[src/rtl/imem_pkg.sv]
// Shared types and constants for the instruction-RAM arbiter and boot sequencer.
package imem_pkg;

    localparam int ADDR_W_DEF = 12;
    localparam int DATA_W_DEF = 32;

    typedef enum logic [1:0] {
        ST_BOOT  = 2'd0,
        ST_RUN   = 2'd1,
        ST_DRAIN = 2'd2
    } state_e;

    typedef logic owner_t;
    localparam owner_t OWN_FETCH = 1'b0;
    localparam owner_t OWN_LD    = 1'b1;

endpackage

[src/rtl/imem_starve_cnt.sv]
// Saturating wait counter for a starved loader request; clear has priority over enable.
module imem_starve_cnt #(
    parameter int LIM = 8,
    parameter int W   = $clog2(LIM + 1)
) (
    input  logic clk,
    input  logic rst_n,
    input  logic clr_i,
    input  logic en_i,
    output logic sat_o
);

    logic [W-1:0] cnt_q, cnt_d;

    always_comb begin
        cnt_d = cnt_q;
        if (clr_i) begin
            cnt_d = '0;
        end else if (en_i && (cnt_q != W'(LIM))) begin
            cnt_d = cnt_q + 1'b1;
        end
    end

    always_ff @(posedge clk or negedge rst_n) begin
        if (!rst_n) begin
            cnt_q <= '0;
        end else begin
            cnt_q <= cnt_d;
        end
    end

    assign sat_o = (cnt_q == W'(LIM));

endmodule

[src/rtl/imem_arbiter.sv]
// Single-port instruction RAM arbiter between core fetch and program loader, plus boot sequencing.
//   state | meaning
//   BOOT  | core held in reset, loader sole owner of the RAM
//   RUN   | core running, fetch has priority, loader gets forced grant after starving
//   DRAIN | no new grants, wait for the last response, then back to BOOT
module imem_arbiter
    import imem_pkg::*;
#(
    parameter int ADDR_W     = ADDR_W_DEF,
    parameter int DATA_W     = DATA_W_DEF,
    parameter int STARVE_LIM = 8
) (
    input  logic              clk,
    input  logic              rst_n,
    input  logic              fetch_req_i,
    input  logic [ADDR_W-1:0] fetch_addr_i,
    output logic              fetch_gnt_o,
    output logic              fetch_rvalid_o,
    input  logic              ld_req_i,
    input  logic              ld_we_i,
    input  logic [ADDR_W-1:0] ld_addr_i,
    input  logic [DATA_W-1:0] ld_wdata_i,
    output logic              ld_gnt_o,
    output logic              ld_rvalid_o,
    input  logic              ld_done_i,
    input  logic              ld_halt_i,
    output logic [DATA_W-1:0] rdata_o,
    output logic              core_rst_n_o,
    output logic              mem_req_o,
    output logic              mem_we_o,
    output logic [ADDR_W-1:0] mem_addr_o,
    output logic [DATA_W-1:0] mem_wdata_o,
    input  logic [DATA_W-1:0] mem_rdata_i
);

    state_e state_q, state_d;
    logic   core_rst_n_q, core_rst_n_d;
    logic   rv_valid_q, rv_valid_d;
    owner_t owner_q, owner_d;
    logic   starve_en;
    logic   starve_sat;

    imem_starve_cnt #(.LIM(STARVE_LIM)) u_starve (
        .clk   (clk),
        .rst_n (rst_n),
        .clr_i (!starve_en),
        .en_i  (starve_en),
        .sat_o (starve_sat)
    );

    always_ff @(posedge clk or negedge rst_n) begin
        if (!rst_n) begin
            state_q      <= ST_BOOT;
            core_rst_n_q <= 1'b0;
            rv_valid_q   <= 1'b0;
            owner_q      <= OWN_FETCH;
        end else begin
            state_q      <= state_d;
            core_rst_n_q <= core_rst_n_d;
            rv_valid_q   <= rv_valid_d;
            owner_q      <= owner_d;
        end
    end

    // Halt beats done in both BOOT and RUN; DRAIN leaves once no response is pending.
    always_comb begin
        state_d = state_q;
        case (state_q)
            ST_BOOT:  if (ld_done_i && !ld_halt_i) state_d = ST_RUN;
            ST_RUN:   if (ld_halt_i) state_d = ST_DRAIN;
            ST_DRAIN: if (!rv_valid_q) state_d = ST_BOOT;
            default:  state_d = ST_BOOT;
        endcase
        core_rst_n_d = (state_d != ST_BOOT);
    end

    // Grants are gated by rst_n so nothing is accepted while reset is asserted.
    always_comb begin
        fetch_gnt_o = 1'b0;
        ld_gnt_o    = 1'b0;
        if (rst_n) begin
            case (state_q)
                ST_BOOT: ld_gnt_o = ld_req_i;
                ST_RUN: begin
                    fetch_gnt_o = fetch_req_i && !(ld_req_i && starve_sat);
                    ld_gnt_o    = ld_req_i && (!fetch_req_i || starve_sat);
                end
                default: ;
            endcase
        end
        starve_en  = (state_q == ST_RUN) && ld_req_i && !ld_gnt_o;
        rv_valid_d = fetch_gnt_o || ld_gnt_o;
        owner_d    = ld_gnt_o ? OWN_LD : OWN_FETCH;
    end

    assign fetch_rvalid_o = rv_valid_q && (owner_q == OWN_FETCH);
    assign ld_rvalid_o    = rv_valid_q && (owner_q == OWN_LD);
    assign rdata_o        = mem_rdata_i;
    assign core_rst_n_o   = core_rst_n_q;
    assign mem_req_o      = fetch_gnt_o || ld_gnt_o;
    assign mem_we_o       = ld_gnt_o && ld_we_i;
    assign mem_addr_o     = ld_gnt_o ? ld_addr_i : fetch_addr_i;
    assign mem_wdata_o    = ld_wdata_i;

endmodule

[config.mk]
export PLATFORM = sky130hd
export DESIGN_NAME = imem_arbiter
export DESIGN_NICKNAME = d
export VERILOG_FILES = /design/src/rtl/imem_pkg.sv /design/src/rtl/imem_starve_cnt.sv /design/src/rtl/imem_arbiter.sv
export SDC_FILE = /design/constraint.sdc
export NUM_CORES = 1
export LEC_CHECK = 0
export CAP_MARGIN = 20
export CORE_MARGIN = 3
export CORE_UTILIZATION = 23
export DETAILED_ROUTE_END_ITERATION = 16
export PLACE_DENSITY = 0.83
export SLEW_MARGIN = 10
export SYNTH_ARGS = -nofsm -noshare
export SYNTH_HDL_FRONTEND = slang
export SYNTH_HIERARCHICAL = 1
export SYNTH_SLANG_ARGS = --single-unit
[constraint.sdc]
create_clock -name clk -period 2.7 [get_ports clk]
set_clock_uncertainty 0.05 [all_clocks]
set_input_delay 0.405 -clock clk [delete_from_list [all_inputs] [get_ports clk]]
set_output_delay 0.405 -clock clk [all_outputs]
set_load 0.005 [all_outputs]
==> key figures <==
Placement
  – Sum of net half-perimeters after detailed placement: 1940 µm
  – Minimum setup slack after placement: 0.153 ns
  – Inst Count DP: 177
  – Routability congestion estimate: 0.768
  – Dpl cell area: 1240 µm²
  – Buffers added on ports: 49

Synthesis
  – Unique cell type count in the Yosys netlist: 26
  – Async S/R FF share, synth: 100%
  – Cell types occupying the most area after synthesis: sky130_fd_sc_hd__buf_4 (42%), sky130_fd_sc_hd__dfrtp_1 (20%), sky130_fd_sc_hd__mux2_4 (8.0%)
  – Top cells by instance count after synthesis: sky130_fd_sc_hd__buf_4 (64), sky130_fd_sc_hd__dfrtp_1 (9), sky130_fd_sc_hd__mux2_2 (7), sky130_fd_sc_hd__nor2_1 (7), sky130_fd_sc_hd__mux2_4 (6)
  – Cells after Synth: 126
  – Top FF cell, synth: sky130_fd_sc_hd__dfrtp_1
  – Most repeated cell in the gate-level netlist after synthesis: sky130_fd_sc_hd__buf_4
  – Share of the yosys chip area belonging to registers: 19.9%
  – Synthesized area divided by synthesized cell count: 8.99 µm²
  – Number of nets produced by synthesis: 223
  – Number of synthesized flops with an enable pin: 0
  – Post-Synthesis Cell Area: 1130 µm²
  – Number of synthesized register bits: 9
  – Area fraction of the dominant cell type after synthesis: 42.4%
  – Most area-hungry cell type in the Yosys netlist: sky130_fd_sc_hd__buf_4
  – Number of synthesis warnings: 6

Detailed routing
  – Routed WL: 2320 µm
  – Length of routed wiring on met1: 825 µm
  – Total via count in the routed design: 722
  – Met2 wire length: 1070 µm
  – Number of design rule violations left after detail routing: 0
  – Number of vias per cell: 3.92
  – Routed wire length on met3: 296 µm
  – WL per Instance: 12.6 µm
  – Detail Route Antenna Nets: 0
  – Number of DRC violations after detailed-routing iteration 0: 13
  – Number of iterations in the first detailed-routing pass: 4
  – Uppermost metal layer occupied by signal nets: met4

Clock network
  – Bufs on Longest Clock Path: 2
  – Clk_lat worst skew: 0.23 ns
  – Total clock buffers created by CTS: 3
  – Clock transition at the register clock pins on the worst setup and hold paths after CTS: 0.05 ns
  – Number of H-tree branching levels: 1
  – Count of hold-fix buffers inserted at cts: 0
  – Clock root buffer master: sky130_fd_sc_hd__clkbuf_8
  – Num Clock Sinks: 9
  – TritonCTS clock tree: yes

Die
  – Area of the core: 4560 µm²
  – Row Count: 24
  – Vertical die dimension: 76.2 µm
  – I/O pin count: 178
  – Die X-Extent: 76.2 µm
  – Total Die Area: 5800 µm²
  – Initial standard-cell utilization of the core: 24.8%

Pwr
  – Sequential cell fraction of total power: 33.4%
  – Total power consumption of the routed design: 0.444 mW
  – Clock network power share: 34.7%
  – Sw power: 0.101 mW
  – Switching fraction of total power: 22.7%
  – Leakage power total: 0.597 nW
  – Total internal power: 0.344 mW
  – Pwr Density: 342 nW/µm²
  – VDD IR-drop max: 246 µV
  – Combinational fraction of design power: 31.9%

Hold path
  – Class of the most critical hold timing path: flop to flop
  – Depth of the worst hold-timing path: 1

Timing
  – Relative slew slack: 78.9%
  – Achievable frequency: 0.396 GHz
  – Count of final setup violators: 0
  – Max-slew violation total from the final report: 0
  – Share of the clock period used by the worst path: 93.5%
  – RSZ-0062 raised after global routing: no
  – Worst hold margin: 0.472 ns
  – Final WS setup: 0.176 ns
  – Setup TNS after final layout: 0 ns
  – Period minus WS final: 2.52 ns
  – Count of endpoints failing hold in the final timing report: 0
  – Worst slew pin tran: 0.312 ns

Layout
  – Relative area change from synthesis to final layout: 14.8%
  – ANT cells: 0
  – Fraction of layout cells with a size suffix above 1: 20.2%
  – Final-stage net count: 217
  – Count of placed standard cells in the final layout, fillers left out: 184
  – Share of the core filled with cells: 28.5%
  – Design area: 1300 µm²
  – FILL cells: 506

Worst setup path
  – Crit Reg-Reg Startpoint: u_starve/cnt_q[0]$_DFFE_PN0P_
  – Sort of element at the start of the critical path: flop
  – Reg-to-Reg End: u_starve/cnt_q[2]$_DFFE_PN0P_
  – Crit. Startpoint: u_starve/cnt_q[0]$_DFFE_PN0P_
  – Number of cells traversed by the worst register-to-register path: 12
  – Endpoint of the most critical setup path: mem_addr_o[11]
  – Worst Path Required: 2.25 ns
  – Classification of the worst setup path: flop to primary output
  – Arrival time at the worst endpoint: 2.07 ns
  – Largest fanout of any net on the critical path: 15
  – Flop-to-flop setup slack: 0.47 ns
  – Category of the worst setup path capture point: primary output

GRT
  – Maximum number of pins on one net before global-route repair: 16
  – First-pass GRT wire length: 3660 µm
  – Number of global-route vias before repair: 720
  – Initial antenna violation count: 0
  – Overall fraction of global-route tracks in use: 8.00%
  – Gr ovfl total: 0

Job
  – Number of max-cap violations: 0

Status
  – Run status: complete, no violations
-- per-layer routing --
layer | global-route usage [%] | vias to the layer above
met3 | 3.90 | 20
met5 | 0 | -
met4 | 6.52 | 0
met2 | 13.0 | 38
li1 | - | 331
met1 | 7.64 | 333
-- critical path, cell delays in order, from the launching register on --
cell	delay, ns
sky130_fd_sc_hd__dfrtp_1	0.35
sky130_fd_sc_hd__inv_1	0.06
sky130_fd_sc_hd__ha_1	0.19
sky130_fd_sc_hd__nand2_1	0.11
sky130_fd_sc_hd__nor2_2	0.05
sky130_fd_sc_hd__nand3b_2	0.22
sky130_fd_sc_hd__nand4b_4	0.11
sky130_fd_sc_hd__buf_12	0.15
sky130_fd_sc_hd__mux2_2	0.33
sky130_fd_sc_hd__dlygate4sd2_1	0.26
-- state kept, by name (all words and copies together), names as in the netlist --
signal / count
u_starve/cnt_q: 4
owner_q: 1
state_q: 2
core_rst_n_o: 1
rv_valid_q: 1
-- how the worst min path moves through the flow --
stage	start	slack (ns)	to
after floorplan	rst_n	0.06	core_rst_n_o$_DFF_PN0_
after global placement	state_q[1]$_DFF_PN0_	0.45	state_q[0]$_DFF_PN0_
after detailed placement	state_q[1]$_DFF_PN0_	0.47	state_q[0]$_DFF_PN0_
after CTS	state_q[1]$_DFF_PN0_	0.47	state_q[0]$_DFF_PN0_
after global routing	state_q[1]$_DFF_PN0_	0.49	state_q[0]$_DFF_PN0_
final	state_q[1]$_DFF_PN0_	0.47	state_q[0]$_DFF_PN0_
-- power by group through the flow --
stage	logic, mW	registers (mW)	clock network, mW
3_5_place_dp	0.154	0.150	0
2_1_floorplan	0.128	0.149	0
3_3_place_gp	0.153	0.150	0
6_report	0.142	0.149	0.154
4_1_cts	0.146	0.148	0.163
5_1_grt	0.154	0.149	0.171
-- layout by cell type, fill, tap and decap left out, drive strengths merged, types with 2 or more instances in the layout --
| master | netlist | final |
|---|---|---|
| ha | 2 | 2 |
| nand2b | 2 | 2 |
| dfrtp | 9 | 9 |
| dlygate4sd2 | 0 | 12 |
| inv | 4 | 4 |
| buf | 65 | 5 |
| and2 | 2 | 2 |
| nor2 | 7 | 7 |
| dlymetal6s2s | 0 | 2 |
| nor2b | 2 | 2 |
| nand3b | 2 | 2 |
| clkdlybuf4s50 | 0 | 35 |
| mux2 | 13 | 13 |
| nand2 | 5 | 5 |
| nand3 | 2 | 2 |
| clkbuf | 0 | 4 |
-- area by class of cell --
class | instances | area, µm² | share of cell area [%]
Inverter | 4 | 15.0 | 1.15
Tap cell | 65 | 81.3 | 6.26
Clock buffer | 4 | 45.0 | 3.46
Sequential cell | 9 | 225 | 17.3
Timing Repair Buffer | 54 | 531 | 40.8
Multi-Input combinational cell | 48 | 403 | 31.0
-- what timing repair did --
item / 4_1_cts / 5_1_grt
resized for setup: 12 / 3
setup buffers: 3 / 0
setup endpoints to repair: 13 / 2
-- cells by family after synthesis --
family / synth area share, %
buf+inv: 44.8
simple gates: 14.3
mux: 15.8
flops: 19.9
compound gates: 2.32
fa+ha+maj: 2.21
xor+xnor: 0.774
Power figures use the tool's default switching activity.
